<file path="src/rtl/v2f_sched_pkg.sv">
// Shared types for the v2f ALU scheduler: opcodes, FSM states and the
// tag-to-requester one-hot decode.
package v2f_sched_pkg;

  typedef enum logic [3:0] {
    ADD = 4'd0,
    SUB = 4'd1,
    MUL = 4'd2,
    DIV = 4'd3,
    MOD = 4'd4,
    AND = 4'd5,
    OR  = 4'd6,
    XOR = 4'd7,
    SHL = 4'd8,
    SHR = 4'd9
  } v2f_op_t;

  typedef enum logic [1:0] {
    IDLE  = 2'd0,
    RUN   = 2'd1,
    DRAIN = 2'd2
  } sched_state_t;

  localparam int unsigned MAX_LATENCY = 8;
  localparam int unsigned MAX_REQ     = 8;

  function automatic logic [MAX_REQ-1:0] onehot_of(input logic [2:0] tag);
    logic [MAX_REQ-1:0] oh;
    oh      = '0;
    oh[tag] = 1'b1;
    return oh;
  endfunction

endpackage

</file>
<file path="src/rtl/v2f_alu_sched_arb.sv">
// N-way round-robin arbiter: combinational one-hot grant searched upward
// from a registered pointer, which moves past the winner on every grant.
module v2f_rr_arbiter #(
  parameter int unsigned N = 4
) (
  input  logic                 clk,
  input  logic                 rst,
  input  logic                 en_i,
  input  logic [N-1:0]         req_i,
  output logic [N-1:0]         grant_o,
  output logic [$clog2(N)-1:0] grant_idx_o
);

  localparam int unsigned IW = $clog2(N);

  logic [IW-1:0] ptr_q;
  logic [IW-1:0] ptr_d;

  always_comb begin
    logic          found;
    logic [IW-1:0] sel;
    int unsigned   idx;
    found       = 1'b0;
    sel         = '0;
    idx         = 0;
    grant_o     = '0;
    grant_idx_o = '0;
    ptr_d       = ptr_q;
    for (int unsigned k = 0; k < N; k++) begin
      idx = (32'(ptr_q) + k) % N;
      sel = IW'(idx);
      if (en_i && !found && req_i[sel]) begin
        found        = 1'b1;
        grant_o[sel] = 1'b1;
        grant_idx_o  = sel;
        ptr_d        = IW'((idx + 1) % N);
      end
    end
  end

  always_ff @(posedge clk or posedge rst) begin
    if (rst) ptr_q <= '0;
    else     ptr_q <= ptr_d;
  end

endmodule

</file>
<file path="src/rtl/v2f_alu_sched.sv">
// Round-robin scheduler sharing one pipelined v2f combinator among N_REQ
// requesters. Optional counters: define V2F_ALU_SCHED_PERF_EN.
module v2f_alu_sched
  import v2f_sched_pkg::*;
#(
  parameter int unsigned N_REQ   = 4,
  parameter int unsigned LATENCY = 1,
  parameter int unsigned DATA_W  = 32
) (
  input  logic                  clk,
  input  logic                  rst,
  input  logic [N_REQ-1:0]      req_valid,
  input  logic [4*N_REQ-1:0]    req_op,
  input  logic [DATA_W*N_REQ-1:0] req_a,
  input  logic [DATA_W*N_REQ-1:0] req_b,
  output logic [N_REQ-1:0]      req_ready,
  output logic                  alu_valid,
  output logic [3:0]            alu_op,
  output logic [DATA_W-1:0]     alu_a,
  output logic [DATA_W-1:0]     alu_b,
  input  logic [DATA_W-1:0]     alu_y,
  output logic [N_REQ-1:0]      rsp_valid,
  output logic [DATA_W-1:0]     rsp_data,
  input  logic                  flush,
  output logic                  flush_done,
  output logic                  busy
`ifdef V2F_ALU_SCHED_PERF_EN
  ,
  output logic [32*N_REQ-1:0]   perf_grants,
  output logic [31:0]           perf_conflict
`endif
);

  localparam int unsigned TAG_W = $clog2(N_REQ);

  sched_state_t      state_q;
  logic              arb_en;
  logic [N_REQ-1:0]  grant;
  logic [TAG_W-1:0]  grant_idx;
  logic              any_valid;
  logic              pipe_empty;

  logic [LATENCY:0]  pipe_vld_q;
  logic [TAG_W-1:0]  pipe_tag_q [LATENCY+1];

  logic [3:0]        op_arr [N_REQ];
  logic [DATA_W-1:0] a_arr  [N_REQ];
  logic [DATA_W-1:0] b_arr  [N_REQ];

  for (genvar g = 0; g < N_REQ; g++) begin : g_unpack
    assign op_arr[g] = req_op[4*g +: 4];
    assign a_arr[g]  = req_a[DATA_W*g +: DATA_W];
    assign b_arr[g]  = req_b[DATA_W*g +: DATA_W];
  end

  assign any_valid  = |req_valid;
  assign pipe_empty = ~|pipe_vld_q;
  // Flush outranks a same-cycle grant; rst gating keeps ready low during reset.
  assign arb_en     = (state_q != DRAIN) & ~flush & ~rst;

  v2f_rr_arbiter #(
    .N (N_REQ)
  ) u_arb (
    .clk         (clk),
    .rst         (rst),
    .en_i        (arb_en),
    .req_i       (req_valid),
    .grant_o     (grant),
    .grant_idx_o (grant_idx)
  );

  assign req_ready = grant;

  always_ff @(posedge clk or posedge rst) begin
    if (rst) begin
      state_q <= IDLE;
    end else begin
      unique case (state_q)
        IDLE: begin
          if (flush)          state_q <= DRAIN;
          else if (any_valid) state_q <= RUN;
        end
        RUN: begin
          if (flush)                          state_q <= DRAIN;
          else if (!any_valid && pipe_empty)  state_q <= IDLE;
        end
        DRAIN: begin
          if (pipe_empty) state_q <= IDLE;
        end
        default: state_q <= IDLE;
      endcase
    end
  end

  always_ff @(posedge clk or posedge rst) begin
    if (rst) begin
      alu_valid <= 1'b0;
      alu_op    <= '0;
      alu_a     <= '0;
      alu_b     <= '0;
    end else begin
      alu_valid <= |grant;
      if (|grant) begin
        alu_op <= op_arr[grant_idx];
        alu_a  <= a_arr[grant_idx];
        alu_b  <= b_arr[grant_idx];
      end
    end
  end

  // Stage 0 shadows the issue register, so the tail lines up with alu_y.
  always_ff @(posedge clk or posedge rst) begin
    if (rst) begin
      pipe_vld_q <= '0;
      for (int unsigned i = 0; i <= LATENCY; i++) pipe_tag_q[i] <= '0;
    end else begin
      pipe_vld_q    <= {pipe_vld_q[LATENCY-1:0], |grant};
      pipe_tag_q[0] <= grant_idx;
      for (int unsigned i = 1; i <= LATENCY; i++) pipe_tag_q[i] <= pipe_tag_q[i-1];
    end
  end

  assign rsp_valid  = pipe_vld_q[LATENCY]
                      ? N_REQ'(onehot_of(3'(pipe_tag_q[LATENCY]))) : '0;
  assign rsp_data   = pipe_vld_q[LATENCY] ? alu_y : '0;
  assign flush_done = (state_q == DRAIN) & pipe_empty;
  assign busy       = (state_q != IDLE) | ~pipe_empty;

`ifdef V2F_ALU_SCHED_PERF_EN
  logic [31:0] perf_cnt_q [N_REQ];
  logic [31:0] conflict_q;
  logic        conflict_hit;

  assign conflict_hit = $countones(req_valid) > 1;

  always_ff @(posedge clk or posedge rst) begin
    if (rst) begin
      conflict_q <= '0;
      for (int unsigned i = 0; i < N_REQ; i++) perf_cnt_q[i] <= '0;
    end else if (flush_done) begin
      conflict_q <= '0;
      for (int unsigned i = 0; i < N_REQ; i++) perf_cnt_q[i] <= '0;
    end else begin
      if (conflict_hit && conflict_q != '1) conflict_q <= conflict_q + 32'd1;
      for (int unsigned i = 0; i < N_REQ; i++) begin
        if (grant[i] && perf_cnt_q[i] != '1) perf_cnt_q[i] <= perf_cnt_q[i] + 32'd1;
      end
    end
  end

  for (genvar g = 0; g < N_REQ; g++) begin : g_perf
    assign perf_grants[32*g +: 32] = perf_cnt_q[g];
  end
  assign perf_conflict = conflict_q;
`endif

endmodule

</file>
<file path="config.mk">
export PLATFORM = sky130hd
export DESIGN_NAME = v2f_alu_sched
export DESIGN_NICKNAME = d
export VERILOG_FILES = /design/src/rtl/v2f_sched_pkg.sv /design/src/rtl/v2f_alu_sched_arb.sv /design/src/rtl/v2f_alu_sched.sv
export SDC_FILE = /design/constraint.sdc
export NUM_CORES = 1
export LEC_CHECK = 0
export ABC_AREA = 1
export CORE_AREA = 5 5 162 164
export DETAILED_ROUTE_END_ITERATION = 16
export DIE_AREA = 0 0 167 169
export PLACE_DENSITY = 0.67
export SLEW_MARGIN = 30
export SYNTH_ARGS = -nofsm -noshare
export SYNTH_HDL_FRONTEND = slang
export SYNTH_SLANG_ARGS = --single-unit
</file>
<file path="constraint.sdc">
create_clock -name clk -period 4.03 [get_ports clk]
set_clock_uncertainty 0.15 [all_clocks]
set_input_delay 0.403 -clock clk [delete_from_list [all_inputs] [get_ports clk]]
set_output_delay 0.403 -clock clk [all_outputs]
set_load 0.01 [all_outputs]
</file>
==> After elaboration in Yosys (flattened, before gate mapping) <==
Cells that the tools add are included.
{ "op_classes": {"n_addsub": 6, "mul": 0, "div": 0, "n_lt_le_gt_ge": 11, "n_eq_ne": 6, "shift": 0, "mux": 50, "bitwise": 10, "n_reduce_logical": 25} }
{ "ops": {"columns": ["operator", "n"], "rows": [
  ["$mux W32", 5],
  ["$bmux W32 S2", 2],
  ["$mux W4", 7],
  ["$mux W2", 13],
  ["$logic_and A1 B1 Y1", 13],
  ["$lt A2 B3 Y1 const B", 4],
  ["$mux W1", 12],
  ["$or A4 B4 Y4", 3],
  ["$demux W1 S2", 5],
  ["$ge A2 B1 Y1 const B", 5],
  ["$add A2 B1 Y2 const B", 4],
  ["$bmux W1 S2", 4],
  ["$bmux W4 S2", 1],
  ["$reduce_or A4 Y1", 2],
  ["$ne A3 B3 Y1 const B", 2],
  ["$pmux W2 S3", 1],
  ["$logic_not A1 Y1", 5],
  ["$add A2 B2 Y2 const B", 2],
  ["$lt A2 B4 Y1 const B", 1],
  ["$ne A2 B2 Y1 const B", 2],
  ["$reduce_bool A4 Y1", 1],
  ["$and A1 B1 Y1", 3],
  ["$ge A3 B3 Y1 const B", 1],
  ["$not A2 Y3", 1],
  ["8 further kinds", 9]
]} }
{ "totals": {"reg_bits": 79, "latchBits": 0, "mem_bits_rw": 0, "rom_bits": 0, "in_bits": 311, "out_inout_bits": 111, "word_cells": 117, "mem_count": 0} }

==> Depth between registers and ports, before layout <==
Gate-level depths: netlist of run 1.
{ "depth": {"depth_word": 21, "depth_mapped": 19, "mapped_depth_nobuf": 16} }

==> Cells and area by module <==
From an unflattened synthesis of run 1, not the netlist that was laid out.
{ "hier_totals": {"cells_unflattened": 1286, "area_unflattened_um2": 7070.5} }
{ "modules_own_cells": {"columns": ["module", "instances", "cells_each", "area_per_inst_um2", "seq_area_each_um2"], "rows": [
  ["v2f_alu_sched", 1, 1193, 6461.2, 1901.8],
  ["v2f_rr_arbiter", 1, 93, 609.3, 50.0]
]} }

==> Worst setup path before layout of run 1 <==
OpenSTA, ideal clock, no wires.
{ "synth_path": {"path_kind": "in2reg", "startpoint": "input rst", "endpoint": "register alu_b[10]", "setup_time_ns": 0.117, "t_arrival_ns": 3.639, "required_ns": 3.763, "path_slack_ns": 0.124, "cell_stages": 17, "n_path_buf": 3, "path_cell_list": "inv_1 nand2_1 nor2_2 inv_1 nor2_2 nand2_1 nand2_1 nand2_1 nand3_1 buf_4 buf_12 buf_8 nand3_2 nand3_1 nand2_1 nand2_1 nand2_1"} }
{ "synth_via": {"elab_chain_len": 20, "elab_cells_between_ends": 31, "cone_classes": "mux: 14; bitwise: 6; reduce/logical: 11"} }
{ "synth_rtl": {"columns": ["item", "line_no", "rtl"], "rows": [
  ["start, declared", "v2f_alu_sched.sv:11", "input logic rst,"],
  ["$not A1 Y1 *", "v2f_alu_sched.sv:59", "assign arb_en = (state_q != DRAIN) & ~flush & ~rst;"],
  ["$and A1 B1 Y1 *", "v2f_alu_sched.sv:59", null],
  ["$logic_and A1 B1 Y1", "v2f_alu_sched_arb.sv:32", "if (en_i && !found && req_i[sel]) begin"],
  ["$mux W1", "v2f_alu_sched_arb.sv:32", null],
  ["$logic_not A1 Y1", "v2f_alu_sched_arb.sv:32", null],
  ["$logic_and A1 B1 Y1 (2 in a row)", "v2f_alu_sched_arb.sv:32", null],
  ["$mux W1", "v2f_alu_sched_arb.sv:32", null],
  ["$logic_not A1 Y1", "v2f_alu_sched_arb.sv:32", null],
  ["$logic_and A1 B1 Y1 (2 in a row)", "v2f_alu_sched_arb.sv:32", null],
  ["$mux W1", "v2f_alu_sched_arb.sv:32", null],
  ["$logic_not A1 Y1", "v2f_alu_sched_arb.sv:32", null],
  ["$logic_and A1 B1 Y1 (2 in a row)", "v2f_alu_sched_arb.sv:32", null],
  ["$mux W2", "v2f_alu_sched_arb.sv:32", null],
  ["$not A2 Y3 (implied by the code)", "v2f_alu_sched.sv:106", "alu_b <= b_arr[grant_idx];"],
  ["$bmux W32 S2", "v2f_alu_sched.sv:106", null],
  ["$mux W32 (implied by the code) (2 in a row)", "v2f_alu_sched.sv:106", null],
  ["end signal, assigned", "v2f_alu_sched.sv:106", null],
  ["end, declared", "v2f_alu_sched.sv:20", "output logic [DATA_W-1:0] alu_b,"]
]} }
Every way passes the cells marked *; elsewhere a longest branch is shown, timed or not. The select of a mux whose other input is x is not followed.
A chain may end at the register's enable or synchronous reset.

==> Worst setup path in the final report of run 1 <==
{ "layout_path": {"startpoint": "register u_arb.ptr_q[1]", "endpoint": "output req_ready[0]"} }
{ "layout_via": {"elab_chain_len": 16, "elab_cells_between_ends": 51, "cone_classes": "add/sub: 3; order compare: 8; mux: 23; bitwise: 3; reduce/logical: 14"} }
{ "layout_rtl": {"columns": ["item", "line_no", "rtl"], "rows": [
  ["start, declared", "v2f_alu_sched_arb.sv:16", "logic [IW-1:0] ptr_q;"],
  ["start signal, assigned", "v2f_alu_sched_arb.sv:43", "else ptr_q <= ptr_d;"],
  ["branches (longest 15 deep; another with $lt A2 B3 Y1)", null, null],
  ["$mux W4 *", "v2f_alu_sched_arb.sv:32", null],
  ["end, declared", "v2f_alu_sched.sv:16", "output logic [N_REQ-1:0] req_ready,"]
]} }
Every way passes the cells marked *. The select of a mux whose other input is x is not followed.

==> results_dict.tcl, run 1 <==
set metrics [dict create \
    outcome "completed" \
    synth.area.top_cells "dfrtp_1 (25%), nand3_1 (20%), nand2_1 (20%)" \
    cts_max_level 3 \
    hold_viol_final 0 \
    worstPathArrival_ps 2940 \
    die_y_um 169 \
    drive_gt1_frac 0.06663 \
    min_period_ps 3494 \
    placementRows 58 \
    antenna_left 0 \
    crit_fanout 8 \
    synth_cells 1296 \
    ys_ff_latch 78 \
    place_hpwl_um 23090 \
    grt_max_degree 137 \
    syn-cell-area_sq_um 7655 \
    tns_ps 0 \
    tritoncts "built" \
    min_path_type "reg -> reg" \
    worstMarginPinSlew_ps 897.4 \
    grt_util_all_layers 0.2096 \
    drt_pass1_iterations 5 \
    synth.avg_cell_area_sq_um 5.907 \
    timing.hold.ws_ps 189.8 \
    initial_core_util 0.3093 \
    required_ps 3480 \
    dieArea_sq_um 28220 \
    finalMaxSlewViolations 0 \
    fillCellCount 2559 \
    fin_util 0.4972 \
    gp_congestion 0.9125 \
    startpoint_type "register" \
    ctsResizeCount 0 \
    cts_buffer_depth 2 \
    cap_violations 0 \
    core_sq_um 24750 \
    ir_worst_vdd_mv 0.3555 \
    clkLatencyLatePin_ps 340 \
    cts_setup_buffers 0 \
    io_buffer_count 421 \
    power_leakage_nw 6.726 \
    io-pin-count 422 \
    multiInputGateArea_sq_um 4000 \
    slew_headroom 0.4017 \
    setup_viol 0 \
    clkSlewWorstSetupHoldPaths_ps 70 \
    viasPerCell 4.623 \
    regArea_sq_um 1952 \
    power.total_mw 7.100 \
    hold_buffers 0 \
    num_vias 9232 \
    max_freq_mhz 286.2 \
    die_x_um 167 \
    cts_buffers 9 \
    drt_iter0_drc 590 \
    min_period_over_period 0.8670 \
    antenna_found_initial 1 \
    cts_root_buf "clkbuf_16" \
    rsz0062_at_grt "false" \
    grt_pass1_vias 8862 \
    layout_commonest_cell "clkdlybuf4s50_1" \
    cp-end-kind "output pin" \
    grt_pass1_wl_um 47840 \
    routed_wl_um 31060 \
    wl_per_cell_um 15.55 \
    layout.nets 1979 \
    seq_area_frac_synth 0.2550 \
    cts_sinks 78 \
    synth_edf_count 0 \
    final_cell_mix "clkdlybuf4s50_1 (421), nand2_1 (404), inv_1 (313), nand3_1 (306), dfrtp_1 (78)" \
    async_flop_share 1.000 \
    power.density_nw_per_um2 577.1 \
    worstSetupPathType "reg -> out" \
    syn_nets 1614 \
    synth_ff_type "dfrtp_1" \
    netlist.area_leader.share 0.2550 \
    yosys_warnings 0 \
    grt_overflow 0 \
    synthToLayoutAreaGrowth_pct 60.74 \
    yosys.area.top_type "dfrtp_1" \
    drc_errors 0 \
    yosysUniqueCellTypes 37 \
]
==> stage by stage <==
step                instance area (sq um)  setup WS (ps)  std cells
floorplan                            7655          123.7       1296
global placement                    12000          783.8       1980
detailed placement                  12000          676.3       1980
CTS                                 12300          502.0       1996
global route                        12300          351.5       1997
finish                              12300          536.1       1997
==> path summary, 6_finish.rpt <==
path | startpoint | endpoint | slack, ps | cells after the start
max | u_arb.ptr_q[1]$_DFFE_PP0P_ | req_ready[0] | 540 | 12
min | pipe_tag_q[2]$_DFF_PP0_ | pipe_tag_q[0]$_DFF_PP0_ | 190 | 0
max reg2reg | u_arb.ptr_q[1]$_DFFE_PP0P_ | alu_b[0]$_DFFE_PP0P_ | 700 | 15
min reg2reg | pipe_tag_q[2]$_DFF_PP0_ | pipe_tag_q[0]$_DFF_PP0_ | 190 | 0
max in group asynchronous | rst | alu_a[17]$_DFFE_PP0P_ | 2360 | 4
min in group asynchronous | rst | state_q[1]$_DFFE_PP0P_ | 400 | 3
==> registers in the layout (all words and copies together), names as in the netlist <==
signal	count
u_arb.ptr_q	2
alu_op	4
pipe_vld_q	2
alu_a	32
pipe_tag_q	4
state_q	2
alu_b	32
==> routing by layer <==
layer,up-vias,global-route usage,part of all wire
li1,4614,-,-
met1,4217,0.2472,0.40
met2,353,0.3709,0.50
met3,48,0.05044,0.077
met4,0,0.07613,0.028
met5,-,0,0
==> power by group <==
group	internal, mW	switching (mW)
combinational	2.01	2.82
sequential	1.18	0.248
clock	0.498	0.350
==> cell families (layout without fill, tap and decap cells) <==
| group | after synthesis | after routing | synth area share |
|---|---|---|---|
| compound gates | 14 | 14 | 0.01308 |
| xor+xnor | 1 | 1 | 0.001144 |
| fa+ha+maj | 7 | 7 | 0.01144 |
| buf+inv | 406 | 776 | 0.2279 |
| flops | 78 | 78 | 0.2550 |
| other cells | 0 | 1 | 0 |
| simple gates | 790 | 790 | 0.4915 |
==> critical path: stages, from the launching register on <==
cell and delay, ps:
dfrtp_1 480, inv_2 160, ha_1 360, inv_2 140, nand3_1 100, nand2_2 110, nand3_2 120, inv_2 80
nand2_4 90, inv_4 130, nand2_1 70, nand2_1 160, clkdlybuf4s50_1 580
==> cells in the mapped netlist, types with 2 or more instances <==
cell,number
a21oi_1,3
buf_1,2
buf_2,40
buf_4,9
buf_6,9
buf_8,4
clkbuf_1,20
dfrtp_1,78
ha_1,7
inv_1,314
inv_2,5
nand2_1,405
nand2_2,8
nand2_4,2
nand3_1,307
nand3_2,44
nand4_4,2
nor2_1,5
nor2_2,3
nor2_4,6
nor3_1,5
o21ai_0,3
==> area by class of cell <==
class                   count  area share
repair buffers            439      0.3596
diodes                      1   0.0002034
well taps                 330     0.03356
clock buffers              11     0.01973
inverters                 321     0.09864
clock inverters             5    0.004576
multi-input cells         812      0.3251
flip-flops and latches     78      0.1586
(Power assumes the default switching activity.)
==> run 2, diff against run 1 <==
--- a/config.mk
+++ b/config.mk
@@ -10,6 +10,7 @@
 export DETAILED_ROUTE_END_ITERATION = 16
 export DIE_AREA = 0 0 167 169
 export PLACE_DENSITY = 0.67
+export RECOVER_POWER = 50
 export SLEW_MARGIN = 30
 export SYNTH_ARGS = -nofsm -noshare
 export SYNTH_HDL_FRONTEND = slang
==> constraint.sdc (replaced) <==
create_clock -name clk -period 4.03 [get_ports clk]
set_clock_uncertainty 0.15 [all_clocks]
set_input_delay 0.403 -clock clk [delete_from_list [all_inputs] [get_ports clk]]
set_output_delay 0.403 -clock clk [all_outputs]
set_load 0.005 [all_outputs]
==> run 2 against run 1 <==
Against the previous run: the flow now finishes with violations (capacitance limit, slew limit); sequential share of layout area shrank 0.059 points; global-route usage is essentially flat; first-iteration DRC count shrank 12%; sequential power is essentially flat; core utilization grew 0.19 points; critical path depth grew 4; clock-buffer cell count shrank 1; worst hold slack gained 2.6 ps; critical path type is now reg -> reg.
==> results_dict.tcl, run 2 (synthesized netlist as in run 1, its figures left out) <==
set metrics [dict create \
    outcome "finished with violations" \
    violations "capacitance limit, slew limit" \
    dp.cells 1984 \
    layout_commonest_cell "nand2_1" \
    initial_core_util 0.3093 \
    power.density_nw_per_um2 556.8 \
    cts_max_level 3 \
    grt_pass1_wl_um 47930 \
    tritoncts "built" \
    place_hpwl_um 23430 \
    die_x_um 167 \
    rr_worst_depth 16 \
    antenna_found_initial 1 \
    routed_wl_um 30830 \
    antenna_left 0 \
    placementRows 58 \
    worst_slack_ps 576.1 \
    io_buffer_count 421 \
    fin_util 0.4991 \
    dieArea_sq_um 28220 \
    layout.nets 1983 \
    min_path_type "reg -> reg" \
    crit_fanout 49 \
    ctsResizeCount 0 \
    synthToLayoutAreaGrowth_pct 61.34 \
    cts_setup_buffers 0 \
    io-pin-count 422 \
    place_area_sq_um 12030 \
    required_ps 4110 \
    drt_pass1_iterations 5 \
    wl_per_cell_um 15.41 \
    die_y_um 169 \
    drt_iter0_drc 521 \
    drc_errors 0 \
    finalMaxSlewViolations 36 \
    power.total_mw 6.877 \
    pwr-share-comb 0.663 \
    grt_util_all_layers 0.2093 \
    switching_power_mw 3.238 \
    grt_pass1_vias 8895 \
    cts_sinks 78 \
    cts_buffer_depth 2 \
    cp-end-kind "register" \
    worstPathArrival_ps 3540 \
    largest_registers "alu_a: 32 flops, alu_b: 32 flops" \
    grt_overflow 0 \
    seqPwrFrac 0.205 \
    layoutNonFillerInstCount 2001 \
    startpoint_type "register" \
    final_cell_mix "nand2_1 (404), clkdlybuf4s50_1 (351), inv_1 (313), nand3_1 (306), dfrtp_1 (78)" \
    power_frac_clock 0.132 \
    core_sq_um 24750 \
    power_leakage_nw 6.833 \
    min_period_over_period 0.8571 \
    p_int_mw 3.639 \
    slew_headroom -0.3773 \
    worstSetupPathType "reg -> reg" \
    regArea_sq_um 1952 \
    viasPerCell 4.621 \
    clkLatencyLatePin_ps 340 \
    setup_viol 0 \
    tns_ps 0 \
    clkSlewWorstSetupHoldPaths_ps 70 \
    rsz0062_at_grt "false" \
    place_ws_ps 552.3 \
    cts_root_buf "clkbuf_16" \
    cap_violations 1 \
    cts_buffers 9 \
    hold_depth 0 \
    hold_viol_final 0 \
    swShare 0.4708 \
    fillCellCount 2524 \
    num_vias 9246 \
    worstMarginPinSlew_ps 2066 \
    drive_gt1_frac 0.06886 \
    min_period_ps 3454 \
    hold_buffers 0 \
    timing.hold.ws_ps 192.4 \
    ir_worst_vdd_mv 0.4470 \
    gp_congestion 0.9273 \
    grt_max_degree 137 \
    multiInputGateArea_sq_um 4000 \
    finish.instance_area_sq_um 12350 \
    max_freq_mhz 289.5 \
]
-- run 2: cell count changes in the layout (fill, tap and decap cells not counted), sizes merged --
cell / delta
buf: +2
dlygate4sd3: +70
inv: -1
clkinvlp: +2
clkinv: -1
clkdlybuf4s50: -70
clkbuf: +1
bufinv: +1
-- run 2: cell type report --
class,count,area share
diodes,1,0.0002026
flip-flops and latches,78,0.1580
inverters,321,0.09827
multi-input cells,812,0.3239
well taps,330,0.03343
clock buffers,10,0.01935
repair buffers,443,0.3599
clock inverters,6,0.006889
-- run 2: layer usage --
metal	global-route usage	part of all wire	up-vias	wire length [um]
met2	0.3750	0.50	376	15490
met5	0	0	-	0
li1	-	-	4630	-
met3	0.05301	0.081	51	2507
met1	0.2436	0.39	4189	11910
met4	0.07115	0.030	0	920
-- run 2: power by group through the flow --
| stage | clock [mW] | combinational, mW | sequential, mW |
|---|---|---|---|
| finish | 0.909 | 4.56 | 1.41 |
| global placement | 0 | 4.68 | 1.42 |
| global route | 0.964 | 5.13 | 1.46 |
| detailed placement | 0 | 4.75 | 1.43 |
| floorplan | 0 | 2.87 | 1.41 |
| CTS | 0.937 | 4.77 | 1.43 |
-- run 2: worst max-delay path, stage by stage (launching register included) --
cell     delay, ps
dfrtp_1        490
inv_2          160
ha_1           380
inv_2           90
nand3_1        110
nand2_2         90
nor2_2         230
nand2_1         70
nand2_1        110
nand3_4        350
nand2_4        190
buf_4          470
nand2_1        100
nand3_1        130
nand2_1         70
nand2_1         60
nand2_1         50
-- run 2: path summary, 6_finish.rpt --
| path | start | to | slack [ps] |
|---|---|---|---|
| worst min register to register | pipe_tag_q[3]$_DFF_PP0_ | pipe_tag_q[1]$_DFF_PP0_ | 190 |
| max in group asynchronous | rst | alu_a[15]$_DFFE_PP0P_ | 820 |
| min in group asynchronous | rst | alu_b[18]$_DFFE_PP0P_ | 1190 |
| worst max register to register | u_arb.ptr_q[1]$_DFFE_PP0P_ | alu_a[30]$_DFFE_PP0P_ | 580 |
| worst min-delay path | pipe_tag_q[3]$_DFF_PP0_ | pipe_tag_q[1]$_DFF_PP0_ | 190 |
| worst max-delay path | u_arb.ptr_q[1]$_DFFE_PP0P_ | alu_a[30]$_DFFE_PP0P_ | 580 |
==> run 3, diff against run 2 <==
--- a/config.mk
+++ b/config.mk
@@ -6,10 +6,10 @@
 export NUM_CORES = 1
 export LEC_CHECK = 0
 export ABC_AREA = 1
-export CORE_AREA = 5 5 162 164
+export CORE_AREA = 5 5 161 163
 export DETAILED_ROUTE_END_ITERATION = 16
-export DIE_AREA = 0 0 167 169
-export PLACE_DENSITY = 0.67
+export DIE_AREA = 0 0 166 168
+export PLACE_DENSITY = 0.7
 export RECOVER_POWER = 50
 export SLEW_MARGIN = 30
 export SYNTH_ARGS = -nofsm -noshare
==> constraint.sdc (replaced) <==
create_clock -name clk -period 3.1 [get_ports clk]
set_clock_uncertainty 0.15 [all_clocks]
set_input_delay 0.31 -clock clk [delete_from_list [all_inputs] [get_ports clk]]
set_output_delay 0.31 -clock clk [all_outputs]
set_load 0.005 [all_outputs]
==> run 3 against run 2 <==
Against the previous run: die area fell by 1.2%; via count grew 0.24%; largest cell class unchanged; sequential share of layout area is 0.11 points lower; combinational power grew 37%; the flow still finishes with violations (capacitance limit, slew limit); wire length rose by 2.4%.
==> results_dict.tcl, run 3 (synthesized netlist as in run 1, its figures left out) <==
set metrics [dict create \
    layout.nets 1988 \
    holdCritStartpoint "pipe_tag_q[2]$_DFF_PP0_" \
    grt_overflow 0 \
    tritoncts "built" \
    place_area_sq_um 12120 \
    dieArea_sq_um 27890 \
    dp.cells 1982 \
    synthToLayoutAreaGrowth_pct 62.47 \
    multiInputGateArea_sq_um 4020 \
    cts_max_level 3 \
    rrSetupSlack_ps 260 \
    initial_core_util 0.3166 \
    met3_length_um 2395 \
    ir_worst_vdd_mv 0.5097 \
    largest_registers "alu_a: 32 flops, alu_b: 32 flops" \
    slew_headroom -0.4389 \
    core_sq_um 24180 \
    min_path_type "reg -> reg" \
    power_leakage_nw 6.868 \
    routed_wl_um 31570 \
    wl_per_cell_um 15.80 \
    viasPerCell 4.639 \
    hold_buffers 0 \
    cts_buffers 9 \
    worstMarginPinSlew_ps 2158 \
    regArea_sq_um 1952 \
    startpoint_type "register" \
    die_y_um 168 \
    highest_layer "met4" \
    grt_pass1_vias 9045 \
    min_period_over_period 0.9505 \
    cts_buffer_depth 2 \
    clkLatencyLatePin_ps 330 \
    drt_pass1_iterations 5 \
    io-pin-count 422 \
    required_ps 2640 \
    cts_sinks 78 \
    fin_util 0.5144 \
    drt-met1-wl_um 12720 \
    grt_max_degree 105 \
    power.density_nw_per_um2 738.4 \
    antenna_found_initial 0 \
    cp-end-kind "output pin" \
    worstSetupPathType "reg -> out" \
    outcome "finished with violations" \
    worstPathArrival_ps 2490 \
    layoutNonFillerInstCount 1998 \
    num_antenna_cells 0 \
    gp_congestion 0.9155 \
    layout_commonest_cell "nand2_1" \
    crit_path_start "u_arb.ptr_q[0]$_DFFE_PP0P_" \
    reg2reg_from "u_arb.ptr_q[0]$_DFFE_PP0P_" \
    grt_pass1_wl_um 49130 \
    max_freq_mhz 339.4 \
    fillCellCount 2410 \
    violations "capacitance limit, slew limit" \
    clkSlewWorstSetupHoldPaths_ps 60 \
    drive_gt1_frac 0.07168 \
    finish.instance_area_sq_um 12440 \
    drc_errors 0 \
    final_cell_mix "nand2_1 (403), clkdlybuf4s50_1 (369), inv_1 (313), nand3_1 (306), dfrtp_1 (78)" \
    hold_viol_final 0 \
    wl_met2_um 15270 \
    place_hpwl_um 23950 \
    cts_root_buf "clkbuf_16" \
    antenna_left 0 \
    io_buffer_count 421 \
    setup_viol 0 \
    cap_violations 1 \
    tns_ps 0 \
    finalMaxSlewViolations 79 \
    num_vias 9268 \
    drt_iter0_drc 560 \
    grt_util_all_layers 0.2169 \
    placementRows 57 \
    timing.hold.ws_ps 198.1 \
    crit_fanout 6 \
    die_x_um 166 \
    min_period_ps 2947 \
]
run 3: cell count changes in the layout (fill, tap and decap cells not counted), moves of 2 or more:
cell             before  now
buf_12                4   10
clkdlybuf4s50_1     351  369
dlygate4sd3_1        70   50
clkinvlp_4            2    0
run 3: path summary, 6_finish.rpt:
check	cells past startpoint	to
worst max register to register	15	alu_b[26]$_DFFE_PP0P_
worst min register to register	0	pipe_tag_q[0]$_DFF_PP0_
min in group asynchronous	3	alu_b[13]$_DFFE_PP0P_
worst min-delay path	0	pipe_tag_q[0]$_DFF_PP0_
max in group asynchronous	3	alu_b[28]$_DFFE_PP0P_
worst max-delay path	10	req_ready[2]
run 3: area by class of cell:
| cell class | instances | area share |
|---|---|---|
| flip-flops and latches | 78 | 0.1569 |
| clock inverters | 5 | 0.006036 |
| well taps | 324 | 0.03260 |
| multi-input cells | 812 | 0.3232 |
| repair buffers | 448 | 0.3648 |
| clock buffers | 10 | 0.01841 |
| inverters | 321 | 0.09799 |
run 3: what timing repair did:
item                                    4_1_cts  5_1_grt
endpoints found under the setup margin        3        2
buffers inserted                              0        1
resized for setup                             2        4
endpoints found under the hold margin         0        0
pin swaps                                     0        1
run 3: power breakdown:
group / switching, mW / total [mW] / internal (mW)
logic: 3.59 / 6.24 / 2.66
clock network: 0.433 / 1.13 / 0.698
registers: 0.277 / 1.81 / 1.53
total: 4.30 / 9.18 / 4.89
run 3: through the flow:
stage,power (mW),setup WS [ps]
2_1_floorplan,5.588,0.2036
3_3_place_gp,8.134,209.3
3_5_place_dp,8.218,157.7
4_1_cts,9.414,97.34
5_1_grt,10.02,-3.711
6_report,9.183,153.5
run 3: worst max-delay path, cell delays in order, from the launching register on:
cell	delay [ps]
dfrtp_1	400
clkinv_4	80
ha_4	260
inv_2	70
nand3_1	90
nand2_2	120
nand3_2	120
inv_2	90
nand2_4	110
o21ai_2	230
clkdlybuf4s50_1	580
run 3: metal layers:
| metal | vias up | track usage |
|---|---|---|
| li1 | 4636 | - |
| met1 | 4181 | 0.2563 |
| met2 | 396 | 0.3754 |
| met3 | 55 | 0.05533 |
| met4 | 0 | 0.09110 |
| met5 | - | 0 |
